<file path="src/rtl/ucie_sb_pkg.sv">
// Shared types and default parameters for the UCIe sideband transmit path.
package ucie_sb_pkg;

  typedef enum logic [1:0] {
    SB_TX_IDLE  = 2'd0,
    SB_TX_SHIFT = 2'd1,
    SB_TX_GAP   = 2'd2
  } sb_tx_state_e;

  localparam int SB_PKT_W_DEF      = 64;
  localparam int SB_MIN_GAP_UI_DEF = 32;
  localparam int SB_FIFO_DEPTH_DEF = 4;

endpackage

</file>
<file path="src/rtl/ucie_sb_sync_fifo.sv">
// Single-clock packet buffer with a registered occupancy count.
// Read data is presented combinationally from the head entry whenever the buffer is not empty.
module ucie_sb_sync_fifo
  import ucie_sb_pkg::*;
#(
  parameter int WIDTH = SB_PKT_W_DEF,
  parameter int DEPTH = SB_FIFO_DEPTH_DEF
) (
  input  logic                       clk,
  input  logic                       reset,
  input  logic                       push,
  input  logic                       pop,
  input  logic [WIDTH-1:0]           wr_data,
  output logic [WIDTH-1:0]           rd_data,
  output logic                       full,
  output logic                       empty,
  output logic [$clog2(DEPTH+1)-1:0] level
);

  localparam int PTR_W = $clog2(DEPTH);
  localparam int LVL_W = $clog2(DEPTH + 1);

  logic [WIDTH-1:0] mem [DEPTH];
  logic [PTR_W-1:0] wr_ptr_q;
  logic [PTR_W-1:0] rd_ptr_q;
  logic [LVL_W-1:0] count_q;
  logic             do_push;
  logic             do_pop;

  // A full buffer refuses writes even when a pop frees a slot in the same cycle.
  assign do_push = push && !full;
  assign do_pop  = pop && !empty;

  always_ff @(posedge clk) begin
    if (do_push) begin
      mem[wr_ptr_q] <= wr_data;
    end
  end

  always_ff @(posedge clk or posedge reset) begin
    if (reset) begin
      wr_ptr_q <= '0;
      rd_ptr_q <= '0;
      count_q  <= '0;
    end else begin
      if (do_push) begin
        wr_ptr_q <= wr_ptr_q + PTR_W'(1);
      end
      if (do_pop) begin
        rd_ptr_q <= rd_ptr_q + PTR_W'(1);
      end
      case ({do_push, do_pop})
        2'b10:   count_q <= count_q + LVL_W'(1);
        2'b01:   count_q <= count_q - LVL_W'(1);
        default: count_q <= count_q;
      endcase
    end
  end

  assign rd_data = mem[rd_ptr_q];
  assign full    = (count_q == LVL_W'(DEPTH));
  assign empty   = (count_q == '0);
  assign level   = count_q;

endmodule

</file>
<file path="src/rtl/ucie_sb_tx_serializer.sv">
// UCIe sideband transmitter: buffers parallel packets and shifts them out one bit per UI,
// gating the forwarded clock and enforcing a minimum idle gap between packets.
module ucie_sb_tx_serializer
  import ucie_sb_pkg::*;
#(
  parameter int PKT_W      = SB_PKT_W_DEF,
  parameter int MIN_GAP_UI = SB_MIN_GAP_UI_DEF,
  parameter int FIFO_DEPTH = SB_FIFO_DEPTH_DEF,
  parameter bit MSB_FIRST  = 1'b0
) (
  input  logic                            clk,
  input  logic                            reset,
  input  logic                            in_valid,
  output logic                            in_ready,
  input  logic [PKT_W-1:0]                in_data,
  input  logic                            tx_hold,
  output logic                            sbtx_clk_en,
  output logic                            sbtx_data,
  output logic                            busy,
  output logic [$clog2(FIFO_DEPTH+1)-1:0] fifo_level,
  output logic [15:0]                     pkt_sent_cnt
);

  // state | meaning
  // IDLE  | nothing in flight; start when a packet is buffered and not held
  // SHIFT | one packet bit per UI with the forwarded clock enabled
  // GAP   | forced idle UI after a packet; may chain straight into the next

  localparam logic [1:0] ST_IDLE  = SB_TX_IDLE;
  localparam logic [1:0] ST_SHIFT = SB_TX_SHIFT;
  localparam logic [1:0] ST_GAP   = SB_TX_GAP;

  localparam int BIT_W = $clog2(PKT_W);
  localparam int GAP_W = $clog2(MIN_GAP_UI + 1);

  localparam logic [BIT_W-1:0] LAST_BIT = BIT_W'(PKT_W - 1);
  localparam logic [GAP_W-1:0] GAP_LOAD = GAP_W'(MIN_GAP_UI);
  localparam logic [GAP_W-1:0] GAP_ONE  = GAP_W'(1);

  logic [1:0]       state_q;
  logic [1:0]       state_d;
  logic [PKT_W-1:0] shift_q;
  logic [PKT_W-1:0] shift_nxt;
  logic [BIT_W-1:0] bit_cnt_q;
  logic [GAP_W-1:0] gap_cnt_q;
  logic             cur_bit;

  logic             fifo_pop;
  logic             fifo_full;
  logic             fifo_empty;
  logic [PKT_W-1:0] fifo_rd_data;

  logic             can_start;
  logic             gap_done;
  logic             last_bit;

  ucie_sb_sync_fifo #(
    .WIDTH (PKT_W),
    .DEPTH (FIFO_DEPTH)
  ) u_fifo (
    .clk     (clk),
    .reset   (reset),
    .push    (in_valid),
    .pop     (fifo_pop),
    .wr_data (in_data),
    .rd_data (fifo_rd_data),
    .full    (fifo_full),
    .empty   (fifo_empty),
    .level   (fifo_level)
  );

  assign in_ready = !fifo_full;
  assign busy     = (state_q != ST_IDLE) || !fifo_empty;

  // tx_hold only matters at packet-start decisions, so a packet in flight always completes.
  assign can_start = !fifo_empty && !tx_hold;
  assign gap_done  = (state_q == ST_GAP) && (gap_cnt_q == GAP_ONE);
  assign fifo_pop  = can_start && ((state_q == ST_IDLE) || gap_done);
  assign last_bit  = (state_q == ST_SHIFT) && (bit_cnt_q == LAST_BIT);

  generate
    if (MSB_FIRST) begin : g_msb_first
      assign cur_bit   = shift_q[PKT_W-1];
      assign shift_nxt = {shift_q[PKT_W-2:0], 1'b0};
    end else begin : g_lsb_first
      assign cur_bit   = shift_q[0];
      assign shift_nxt = {1'b0, shift_q[PKT_W-1:1]};
    end
  endgenerate

  always_comb begin
    state_d = state_q;
    case (state_q)
      ST_IDLE: begin
        if (fifo_pop) begin
          state_d = ST_SHIFT;
        end
      end
      ST_SHIFT: begin
        if (last_bit) begin
          state_d = ST_GAP;
        end
      end
      ST_GAP: begin
        if (gap_done) begin
          state_d = fifo_pop ? ST_SHIFT : ST_IDLE;
        end
      end
      default: state_d = ST_IDLE;
    endcase
  end

  always_ff @(posedge clk or posedge reset) begin
    if (reset) begin
      state_q <= ST_IDLE;
    end else begin
      state_q <= state_d;
    end
  end

  always_ff @(posedge clk or posedge reset) begin
    if (reset) begin
      shift_q   <= '0;
      bit_cnt_q <= '0;
    end else if (fifo_pop) begin
      shift_q   <= fifo_rd_data;
      bit_cnt_q <= '0;
    end else if (state_q == ST_SHIFT) begin
      shift_q   <= shift_nxt;
      bit_cnt_q <= last_bit ? '0 : bit_cnt_q + BIT_W'(1);
    end
  end

  // Loading MIN_GAP_UI on the last-bit edge and chaining on count 1 yields exactly MIN_GAP_UI idle UI.
  always_ff @(posedge clk or posedge reset) begin
    if (reset) begin
      gap_cnt_q <= '0;
    end else if (last_bit) begin
      gap_cnt_q <= GAP_LOAD;
    end else if ((state_q == ST_GAP) && (gap_cnt_q != '0)) begin
      gap_cnt_q <= gap_cnt_q - GAP_W'(1);
    end
  end

  always_ff @(posedge clk or posedge reset) begin
    if (reset) begin
      sbtx_clk_en <= 1'b0;
      sbtx_data   <= 1'b0;
    end else begin
      sbtx_clk_en <= (state_q == ST_SHIFT);
      sbtx_data   <= (state_q == ST_SHIFT) && cur_bit;
    end
  end

  always_ff @(posedge clk or posedge reset) begin
    if (reset) begin
      pkt_sent_cnt <= '0;
    end else if (last_bit) begin
      pkt_sent_cnt <= pkt_sent_cnt + 16'd1;
    end
  end

endmodule

</file>
<file path="config.mk">
export PLATFORM = sky130hd
export DESIGN_NAME = ucie_sb_tx_serializer
export DESIGN_NICKNAME = d
export VERILOG_FILES = /design/src/rtl/ucie_sb_pkg.sv /design/src/rtl/ucie_sb_sync_fifo.sv /design/src/rtl/ucie_sb_tx_serializer.sv
export SDC_FILE = /design/constraint.sdc
export NUM_CORES = 1
export LEC_CHECK = 0
export BUFFER_PORTS_ARGS = -buffer_cell sky130_fd_sc_hd__buf_2
export CORE_MARGIN = 3
export CORE_UTILIZATION = 46
export CTS_BUF_LIST = sky130_fd_sc_hd__clkbuf_8
export CTS_CLUSTER_DIAMETER = 40
export CTS_CLUSTER_SIZE = 40
export DETAILED_ROUTE_END_ITERATION = 16
export PLACE_DENSITY = 0.66
export SLEW_MARGIN = 20
export SYNTH_ARGS = -nofsm -noshare
export SYNTH_HDL_FRONTEND = slang
export SYNTH_SLANG_ARGS = --single-unit
</file>
<file path="constraint.sdc">
create_clock -name clk -period 4.1 [get_ports clk]
set_input_delay 0.82 -clock clk [delete_from_list [all_inputs] [get_ports clk]]
set_output_delay 0.82 -clock clk [all_outputs]
set_load 0.02 [all_outputs]
</file>
==> results of run 1 <==
==> sequential cells by signal (all words and copies together), names as in the netlist <==
name and flops:
sbtx_clk_en 1, shift_q 64, u_fifo.mem 256, pkt_sent_cnt 16
state_q 2, u_fifo.rd_ptr_q 2, u_fifo.wr_ptr_q 2, bit_cnt_q 6
gap_cnt_q 6, u_fifo.level 3, sbtx_data 1
==> how the worst max path moves through the flow <==
| stage | startpoint | to | slack [ps] |
|---|---|---|---|
| 2_1_floorplan | reset | bit_cnt_q[0] | 580 |
| 3_3_place_gp | tx_hold | shift_q[27] | 1520 |
| 3_5_place_dp | tx_hold | shift_q[49] | 1490 |
| 4_1_cts | u_fifo.level[0] | shift_q[16] | 1600 |
| 5_1_grt | u_fifo.level[0] | shift_q[18] | 1460 |
| 6_report | u_fifo.level[0] | shift_q[16] | 1610 |
==> routing by layer <==
metal,GRT usage [%],vias up,share of wire (%)
li1,-,3129,-
met1,21.9,3609,45
met2,25.1,174,48
met3,3.29,39,4.6
met4,4.02,2,1.8
met5,0,-,0.049
==> per-stage QoR <==
step | instances | area (sq um) | power [mW] | setup slack (ps) | util, %
2_1_floorplan | 727 | 13900 | 7.30 | 576 | -
3_3_place_gp | 1173 | 14700 | 7.97 | 1520 | 50.3
3_5_place_dp | 1173 | 14700 | 8.05 | 1490 | 50.3
4_1_cts | 1248 | 15600 | 10.7 | 1600 | 53.5
5_1_grt | 1248 | 15600 | 11.1 | 1460 | 53.5
6_report | 1248 | 15600 | 10.5 | 1610 | 53.5
==> area by class of cell <==
| class | instances | area share (%) |
|---|---|---|
| multi-input cells | 320 | 21.8 |
| flip-flops and latches | 359 | 65.7 |
| well taps | 384 | 3.07 |
| clock inverters | 31 | 1.98 |
| inverters | 12 | 0.304 |
| clock buffers | 44 | 3.87 |
| repair buffers | 98 | 3.27 |
==> critical path, stage by stage, from the launching register on <==
cell and delay (ps):
dfrtp_1 430, nor3_1 360, nor3_1 180, a21oi_4 680, buf_4 510, a221o_1 230
==> cell usage in the layout, fill, tap and decap left out, types with 3 or more instances in the layout <==
cell type / synthesis / routed
edfxtp_1: 256 / 256
dfrtp_1: 103 / 101
buf_2: 6 / 90
and2_1: 65 / 65
mux4_2: 64 / 64
a221o_1: 63 / 63
clkbuf_8: 0 / 44
nand2_1: 16 / 16
xnor2_1: 15 / 15
nor2_1: 14 / 13
inv_1: 12 / 11
xor2_1: 10 / 10
ha_1: 10 / 10
nand4_1: 9 / 9
nand3_1: 8 / 8
buf_4: 0 / 8
clkinv_2: 0 / 7
inv_6: 0 / 6
clkinv_4: 0 / 6
nor3_1: 5 / 5
and3_4: 0 / 4
mux2i_1: 4 / 4
nor4_1: 3 / 3
o21ai_0: 3 / 3
inv_8: 0 / 3
clkinvlp_4: 0 / 3
bufinv_16: 0 / 3
==> cells by family (layout without fill, tap and decap cells) <==
family / Yosys count / after routing
DFF: 359 / 359
and+or+nand+nor: 135 / 135
AOI/OAI and AO/OA: 80 / 80
muxes: 69 / 69
buffers and inverters: 48 / 185
xor gates and xnor gates: 25 / 25
adders and majority gates: 11 / 11
==> power breakdown <==
| group | switching [mW] | internal, mW | total [mW] |
|---|---|---|---|
| Sequential | 0.564 | 4.83 | 5.40 |
| Clock | 1.35 | 1.26 | 2.61 |
| Combinational | 1.19 | 1.31 | 2.49 |
| Total | 3.10 | 7.40 | 10.5 |
==> impl_metrics.json, run 1 <==
{
  "crit_path_max_fanout": 39,
  "num_io_pins": 91,
  "nFillCells": 2305,
  "status": "complete, no violations",
  "worstHoldPathType": "in -> async",
  "synth_top_area_share_pct": 55.4,
  "die_w_microns": 180,
  "dp_hpwl_mm": 13.7,
  "postSynthCellCount": 727,
  "floorplan.die_area_sq_um": 32300,
  "synth_flop_cell": "edfxtp_1",
  "dominant_combinational_cell_family_by_area_after_synthesis": "multiplexers",
  "detail_route.wirelength_mm": 24.7,
  "chipHeight_microns": 180,
  "ys_top_cells_by_area": "edfxtp_1, dfrtp_1, mux4_2",
  "synth-compound-area-share_pct": 5.42,
  "finalHoldViolCount": 0,
  "worstReg2RegStart": "u_fifo.level[0]",
  "synth.ff_latch_count": 359,
  "core_area_sq_um": 29200,
  "synthesis.area_per_instance_sq_um": 19.1,
  "ctsResizeCount": 0,
  "synth_top_cell_by_area": "edfxtp_1",
  "net_count_of_the_mapped_netlist": 806,
  "synth_simple_gate_area_share_pct": 5.51,
  "synthDistinctLibCells": 43,
  "area_growth_syn_to_layout_pct": 12.7,
  "slew_headroom_pct": 28.7,
  "rows": 62,
  "final.setup.tns_ps": 0,
  "area_occupied_by_multi_input_gates_sq_um": 3410,
  "placement.io_buffers": 90,
  "synth.top_cells.by_count": "edfxtp_1, dfrtp_1, and2_1",
  "clock_tree.htree_level_count": 2,
  "floorplan.initialDensity_pct": 47.4,
  "unrepaired_setup_endpoints_after_global_routing": "no",
  "max_freq_ghz": 0.401,
  "routabilityCongestion": 0.723,
  "synth-edff-count": 256,
  "layout-drive-gt1-share_pct": 29.1,
  "yosys.area_share.xor_xnor_pct": 1.58,
  "vdd_drop_max_v": 0.000357,
  "worst-slew-pin-transition_ps": 1070,
  "end_kind": "flip-flop",
  "start_kind": "flip-flop",
  "clock_sink_count": 359,
  "grt_max_degree": 71,
  "number_of_detailed_routing_iterations_run_before_antenna_repair": 4,
  "worst-r2r-setup-slack_ps": 1610,
  "post_drt_via_cell_ratio": 5.57,
  "clock_skew_ps": 36.9,
  "clkSlewWorstSetupHoldPaths_ps": 80,
  "global_route_wire_length_before_repair_mm": 40.4,
  "storage_element_area_sq_um": 10300,
  "timing.hold.ws_ps": 468,
  "routed-via-count": 6953,
  "synth_most_common_cell": "edfxtp_1",
  "cts.root.buffer_cell": "clkbuf_8",
  "p_leak_nw": 5.77,
  "cts.path.max_buffers": 3,
  "number_of_hold_buffers_added_after_cts": 0,
  "layout_min_cycle_time_ps": 2490,
  "final_clock_period_utilization_by_the_worst_path_pct": 60.8,
  "grt_overflow": 0,
  "reg2reg_to": "shift_q[16]",
  "insertedDiodeCount": 0,
  "number_of_cells_on_the_worst_reg_to_reg_path": 5,
  "route.antenna.remaining_nets": 0,
  "report.final.setup_viol": 0,
  "ys_seq_area_share_pct": 74.0,
  "cellPowerDensity_nw_per_um2": 672,
  "final_max_slew_viol_count": 0,
  "first_global_vias": 7302,
  "yosys_warnings": 0,
  "total_nets_final": 911,
  "required_ps": 4570,
  "max_cap_viol_count": 0,
  "timing_worst_setup_path_type": "reg -> reg",
  "cts_setup_buffers": 0,
  "asr_flop_ratio_synth_pct": 28.7,
  "violation_count_after_the_first_detailed_routing_iteration": 494,
  "route.detailed.drc": 0,
  "yosys-mux-area-fraction_pct": 10.8,
  "clock_insertion_delay_at_the_later_pin_of_the_skew_report_ps": 560,
  "global_route.usage.total_pct": 15.6,
  "cts_made_buffers": 41,
  "critPathArrivalTime_ps": 2970,
  "syn-cell-area_sq_um": 13900,
  "number_of_antenna_violations_at_the_first_check_in_global_routing": 1,
  "synthAdderAreaFrac_pct": 1.05,
  "avg_wl_per_cell_microns": 19.8,
  "tritoncts": "yes"
}
No activity file was read; power rests on OpenSTA's default activity.
==> run 2: changes to the inputs <==
--- a/config.mk
+++ b/config.mk
@@ -5,6 +5,7 @@
 export SDC_FILE = /design/constraint.sdc
 export NUM_CORES = 1
 export LEC_CHECK = 0
+export ABC_AREA = 1
 export BUFFER_PORTS_ARGS = -buffer_cell sky130_fd_sc_hd__buf_2
 export CORE_MARGIN = 3
 export CORE_UTILIZATION = 46
==> constraint.sdc (replaced) <==
create_clock -name clk -period 2.3 [get_ports clk]
set_input_delay 0.46 -clock clk [delete_from_list [all_inputs] [get_ports clk]]
set_output_delay 0.46 -clock clk [all_outputs]
set_load 0.02 [all_outputs]
==> run 2 against run 1 <==
  * Routed wire length up 30%
  * Total power increased by 61%
  * Final area rose by 8.6%
  * Combinational power rose by 22%
  * Global-route usage rose by 3.6 points
  * First-iteration DRC count is 74% higher
  * Worst hold slack worse by 380 ps
  * Die area rose by 5.7%
  * Highest routed layer unchanged
  * Synthesized cell count grew 81%
  * Largest cell class unchanged
  * Critical endpoint is now u_fifo.level[2]
  * Critical path depth rose by 7
  * Register-to-register slack worse by 1400 ps
==> impl_metrics.json, run 2 <==
{
  "final_max_slew_viol_count": 0,
  "post_drt_via_cell_ratio": 5.40,
  "final.setup.tns_ps": 0,
  "layout_min_cycle_time_ps": 2110,
  "number_of_antenna_violations_at_the_first_check_in_global_routing": 3,
  "number_of_hold_buffers_added_after_cts": 1,
  "max_freq_ghz": 0.475,
  "cts_setup_buffers": 0,
  "post_layout_nonfiller_instances": 1850,
  "global_route_wire_length_before_repair_mm": 52.3,
  "synth-compound-area-share_pct": 1.30,
  "asr_flop_ratio_synth_pct": 28.7,
  "dp_hpwl_mm": 17.5,
  "synth.ff_latch_count": 359,
  "synth_simple_gate_area_share_pct": 23.4,
  "layout_common_cells": "nand2_1, nand3_1, edfxtp_1, dfrtp_1, buf_2",
  "floorplan.die_area_sq_um": 34100,
  "timing.hold.ws_ps": 86.5,
  "dominant_combinational_cell_family_by_area_after_synthesis": "simple AND/OR/NAND/NOR gates",
  "placed_cells": 1755,
  "die_w_microns": 185,
  "synth_flop_cell": "edfxtp_1",
  "start_kind": "flip-flop",
  "synthAdderAreaFrac_pct": 0.988,
  "ys_seq_area_share_pct": 69.9,
  "ys_top_cells_by_area": "edfxtp_1, dfrtp_1, nand2_1",
  "clock_tree.htree_level_count": 2,
  "floorplan.initialDensity_pct": 47.3,
  "number_of_flip_flops_in_the_largest_register": 256,
  "registers.top_by_ff_count": "u_fifo.mem",
  "p_leak_nw": 6.77,
  "layout-drive-gt1-share_pct": 16.0,
  "cellPowerDensity_nw_per_um2": 997,
  "worstHoldPathType": "in -> reg",
  "unrepaired_setup_endpoints_after_global_routing": "no",
  "routabilityCongestion": 0.799,
  "ctsResizeCount": 0,
  "clock_skew_ps": 42.1,
  "end_kind": "flip-flop",
  "vdd_drop_max_v": 0.000540,
  "critPathArrivalTime_ps": 2520,
  "cts_made_buffers": 51,
  "clkSlewWorstSetupHoldPaths_ps": 100,
  "cts.root.buffer_cell": "clkbuf_8",
  "finalHoldViolCount": 0,
  "net_count_of_the_mapped_netlist": 1398,
  "timing_worst_setup_path_type": "reg -> reg",
  "crit_path_max_incr_delay_ps": 380,
  "timing.critical_path.cells": "inv_1, ha_1, nand3_1, nand2_2, nand2_2, inv_2, ha_1, inv_1, fa_1, a21oi_1, o21ai_0, xor2_1",
  "report.final.setup_viol": 0,
  "yosys-mux-area-fraction_pct": 0,
  "crit_path_max_fanout": 4,
  "tritoncts": "yes",
  "clock_sink_count": 359,
  "avg_wl_per_cell_microns": 17.4,
  "core_area_sq_um": 31100,
  "placement.io_buffers": 90,
  "clock_insertion_delay_at_the_later_pin_of_the_skew_report_ps": 580,
  "critPathTopFamily": "adder cells",
  "synth.top_cells.by_count": "nand2_1, nand3_1, edfxtp_1",
  "grt_max_degree": 75,
  "chipHeight_microns": 185,
  "postSynthCellCount": 1319,
  "grt_overflow": 0,
  "synthDistinctLibCells": 28,
  "worst-slew-pin-transition_ps": 869,
  "synth_top_area_share_pct": 52.3,
  "status": "complete, no violations",
  "max_cap_viol_count": 0,
  "route.antenna.remaining_nets": 0,
  "violation_count_after_the_first_detailed_routing_iteration": 861,
  "pwr_total_mw": 16.9,
  "synth_most_common_cell": "nand2_1",
  "yosys.area_share.xor_xnor_pct": 1.01,
  "num_io_pins": 91,
  "required_ps": 2720,
  "cts.path.max_buffers": 3,
  "critical-path-slowest-cell": "dfrtp_1",
  "synth-edff-count": 256,
  "rows": 64,
  "routed-via-count": 9987,
  "insertedDiodeCount": 0,
  "global_route.usage.total_pct": 19.1,
  "detail_route.wirelength_mm": 32.2,
  "final_clock_period_utilization_by_the_worst_path_pct": 91.6,
  "syn-cell-area_sq_um": 14700,
  "mostFrequentLayoutCell": "nand2_1",
  "synthesis.area_per_instance_sq_um": 11.1,
  "first_global_vias": 9927,
  "combined_buffer_and_inverter_count_along_the_critical_path": 3,
  "slew_headroom_pct": 42.0,
  "number_of_detailed_routing_iterations_run_before_antenna_repair": 5,
  "yosys_warnings": 0,
  "area_growth_syn_to_layout_pct": 15.6,
  "total_nets_final": 1492,
  "reg_top3": "u_fifo.mem (256), shift_q (64), pkt_sent_cnt (16)",
  "route.detailed.drc": 0,
  "synth_top_cell_by_area": "edfxtp_1"
}
-- run 2: routing by layer --
metal  vias to the layer above  part of all wire (%)  global-route usage, %
met5                         -                  0.11                      0
li1                       4790                     -                      -
met1                      4837                    44                   25.9
met3                        62                   6.3                   3.79
met4                         6                   1.8                   5.64
met2                       292                    47                   31.7
-- run 2: worst paths after layout --
| check | from | to | slack (ps) | depth (start not counted) |
|---|---|---|---|---|
| setup / recovery | gap_cnt_q[1] | u_fifo.level[2] | 190 | 12 |
| max in group asynchronous | reset | u_fifo.rd_ptr_q[1] | 1170 | 4 |
| hold / removal | in_data[59] | u_fifo.mem[0][59] | 90 | 1 |
| min in group asynchronous | reset | pkt_sent_cnt[9] | 500 | 3 |
| setup reg to reg | gap_cnt_q[1] | u_fifo.level[2] | 190 | 12 |
| hold reg to reg | shift_q[29] | shift_q[28] | 490 | 2 |
-- run 2: logic make-up after synthesis --
logic type      count (synthesis)
simple gates                  779
flops                         359
buf+inv                       115
compound gates                 38
xor+xnor                       17
fa+ha+maj                      11
-- run 2: worst reg2reg max path, cell delays in order (launching register included) --
cell	delay, ps
dfrtp_1	380
inv_1	130
ha_1	170
nand3_1	90
nand2_2	80
nand2_2	60
inv_2	80
ha_1	140
inv_1	60
fa_1	370
a21oi_1	140
o21ai_0	110
xor2_1	150
-- run 2: power breakdown --
| group | total, mW | internal [mW] | switching, mW | leakage [nW] |
|---|---|---|---|---|
| clock network | 5.79 | 3.04 | 2.76 | 0.595 |
| registers | 8.09 | 7.82 | 0.268 | 3.62 |
| logic | 3.04 | 0.949 | 2.09 | 2.55 |
-- run 2: per-stage QoR --
stage | area, sq um | worst slack, ps | utilization [%]
after detailed placement | 15800 | 224 | 50.7
after CTS | 17000 | 167 | 54.7
after global placement | 15800 | 252 | 50.7
after floorplan | 14700 | 16.7 | -
after global routing | 17000 | 84.7 | 54.7
final | 17000 | 194 | 54.7
-- run 2: layout make-up --
cell class / count / area [sq um]
Multi-Input combinational cell: 845 / 3980
Tap cell: 396 / 495
Inverter: 36 / 140
Sequential cell: 359 / 10300
Fill cell: 2650 / 14100
Clock inverter: 40 / 467
Clock buffer: 54 / 743
Timing Repair Buffer: 120 / 891
==> run 3: changes to the inputs <==
--- a/config.mk
+++ b/config.mk
@@ -8,12 +8,12 @@
 export ABC_AREA = 1
 export BUFFER_PORTS_ARGS = -buffer_cell sky130_fd_sc_hd__buf_2
 export CORE_MARGIN = 3
-export CORE_UTILIZATION = 46
+export CORE_UTILIZATION = 45
 export CTS_BUF_LIST = sky130_fd_sc_hd__clkbuf_8
 export CTS_CLUSTER_DIAMETER = 40
 export CTS_CLUSTER_SIZE = 40
 export DETAILED_ROUTE_END_ITERATION = 16
-export PLACE_DENSITY = 0.66
+export PLACE_DENSITY = 0.65
 export SLEW_MARGIN = 20
 export SYNTH_ARGS = -nofsm -noshare
 export SYNTH_HDL_FRONTEND = slang
==> run 3 against run 2 <==
  * Core utilization down 1.9 points
  * Sequential power hardly changed
  * Worst hold slack gained 5.8 ps
  * First-iteration DRC count down 34%
  * Total power decreased by 3.6%
==> impl_metrics.json, run 3 (synthesis results as in run 2) <==
{
  "final_clock_period_utilization_by_the_worst_path_pct": 91.3,
  "floorplan.initialDensity_pct": 46.1,
  "layout_common_cells": "nand2_1, nand3_1, edfxtp_1, dfrtp_1, buf_2",
  "layout_min_cycle_time_ps": 2100,
  "clkSlewWorstSetupHoldPaths_ps": 100,
  "mostFrequentLayoutCell": "nand2_1",
  "final_core_utilization_pct": 52.7,
  "required_ps": 2720,
  "number_of_antenna_violations_at_the_first_check_in_global_routing": 4,
  "finalHoldViolCount": 0,
  "number_of_cells_on_the_worst_reg_to_reg_path": 11,
  "placedInstanceArea_sq_um": 15800,
  "number_of_flip_flops_in_the_largest_register": 256,
  "max_freq_ghz": 0.476,
  "avg_wl_per_cell_microns": 16.9,
  "insertedDiodeCount": 0,
  "violation_count_after_the_first_detailed_routing_iteration": 572,
  "timing.hold.ws_ps": 92.3,
  "route.antenna.remaining_nets": 0,
  "hold_crit_depth": 1,
  "first_global_vias": 9511,
  "clock_tree.htree_level_count": 2,
  "reg_top3": "u_fifo.mem (256), shift_q (64), pkt_sent_cnt (16)",
  "global_route.usage.total_pct": 18.1,
  "clock_insertion_delay_at_the_later_pin_of_the_skew_report_ps": 580,
  "floorplan.die_area_sq_um": 34900,
  "cts.path.max_buffers": 3,
  "core_area_sq_um": 31900,
  "clock_skew_ps": 44.0,
  "design_area_sq_um": 16800,
  "cts.root.buffer_cell": "clkbuf_8",
  "final.setup.tns_ps": 0,
  "start_kind": "flip-flop",
  "pwr_total_mw": 16.3,
  "report.final.setup_viol": 0,
  "max_cap_viol_count": 0,
  "worst-slew-pin-transition_ps": 887,
  "routed-via-count": 9898,
  "place_worst_setup_slack_ps": 193,
  "slew_headroom_pct": 40.8,
  "dp_hpwl_mm": 16.5,
  "unrepaired_setup_endpoints_after_global_routing": "no",
  "route.detailed.drc": 0,
  "final_critical_path_setup_slack_ps": 199,
  "critPathArrivalTime_ps": 2520,
  "crit_path_max_fanout": 4,
  "end_kind": "flip-flop",
  "die_w_microns": 187,
  "tritoncts": "yes",
  "global_route_wire_length_before_repair_mm": 51.3,
  "worstHoldPathType": "in -> reg",
  "layout-drive-gt1-share_pct": 15.0,
  "p_leak_nw": 6.66,
  "number_of_detailed_routing_iterations_run_before_antenna_repair": 5,
  "final_max_slew_viol_count": 0,
  "rows": 65,
  "clock_sink_count": 359,
  "cellPowerDensity_nw_per_um2": 971,
  "timing_worst_setup_path_type": "reg -> reg",
  "vdd_drop_max_v": 0.000682,
  "post_layout_nonfiller_instances": 1871,
  "grt_overflow": 0,
  "chipHeight_microns": 187,
  "total_nets_final": 1479,
  "cts_made_buffers": 44,
  "placement.io_buffers": 90,
  "status": "complete, no violations",
  "routabilityCongestion": 0.798,
  "grt_max_degree": 75,
  "registers.top_by_ff_count": "u_fifo.mem",
  "detail_route.wirelength_mm": 31.6,
  "area_growth_syn_to_layout_pct": 14.4,
  "placed_cells": 1788,
  "num_io_pins": 91,
  "post_drt_via_cell_ratio": 5.29
}
## run 3: area by class of cell
cell class	instances	area [sq um]
multi-input combinational	845	3980
tap	435	544
inverter	36	140
fill	2851	15100
clock buffer	45	619
sequential	359	10300
timing repair buffer	114	833
clock inverter	37	430
## run 3: per-layer routing
layer  vias up  share of wire, %  global-route usage, %
met5         -              0.19                      0
met4         8               2.0                   4.83
met3        54               5.4                   3.17
met2       243                48                   30.1
met1      4828                44                   24.7
li1       4765                 -                      -
## run 3: timing repair
action                                 in CTS  in global routing
setup endpoints to repair                   0                  1
endpoints found under the hold margin      21                  0
hold buffers                                1                  0
resized for setup                           0                  1
setup buffers                               0                  0
## run 3: final timing paths
kind / from / slack (ps) / end
max in group asynchronous: reset / 1120 / u_fifo.rd_ptr_q[0]
worst min-delay path: in_data[62] / 90 / u_fifo.mem[3][62]
min in group asynchronous: reset / 510 / pkt_sent_cnt[9]
worst min register to register: shift_q[35] / 490 / shift_q[34]
worst max-delay path: gap_cnt_q[3] / 200 / u_fifo.level[2]
worst max register to register: gap_cnt_q[3] / 200 / u_fifo.level[2]
## run 3: worst max-delay path: stages (launching register included)
cell and delay [ps]:
dfrtp_1 420, nor2_1 210, nand3_1 120, nand2_2 80, nand2_2 60, inv_2 90, ha_1 140, inv_1 70
fa_1 380, a21oi_1 140, o21ai_0 110, xor2_1 150
## run 3: power by group
group / switching, mW / leakage [nW] / internal [mW]
clock: 2.63 / 0.522 / 2.59
sequential: 0.266 / 3.62 / 7.82
combinational: 2.08 / 2.52 / 0.941
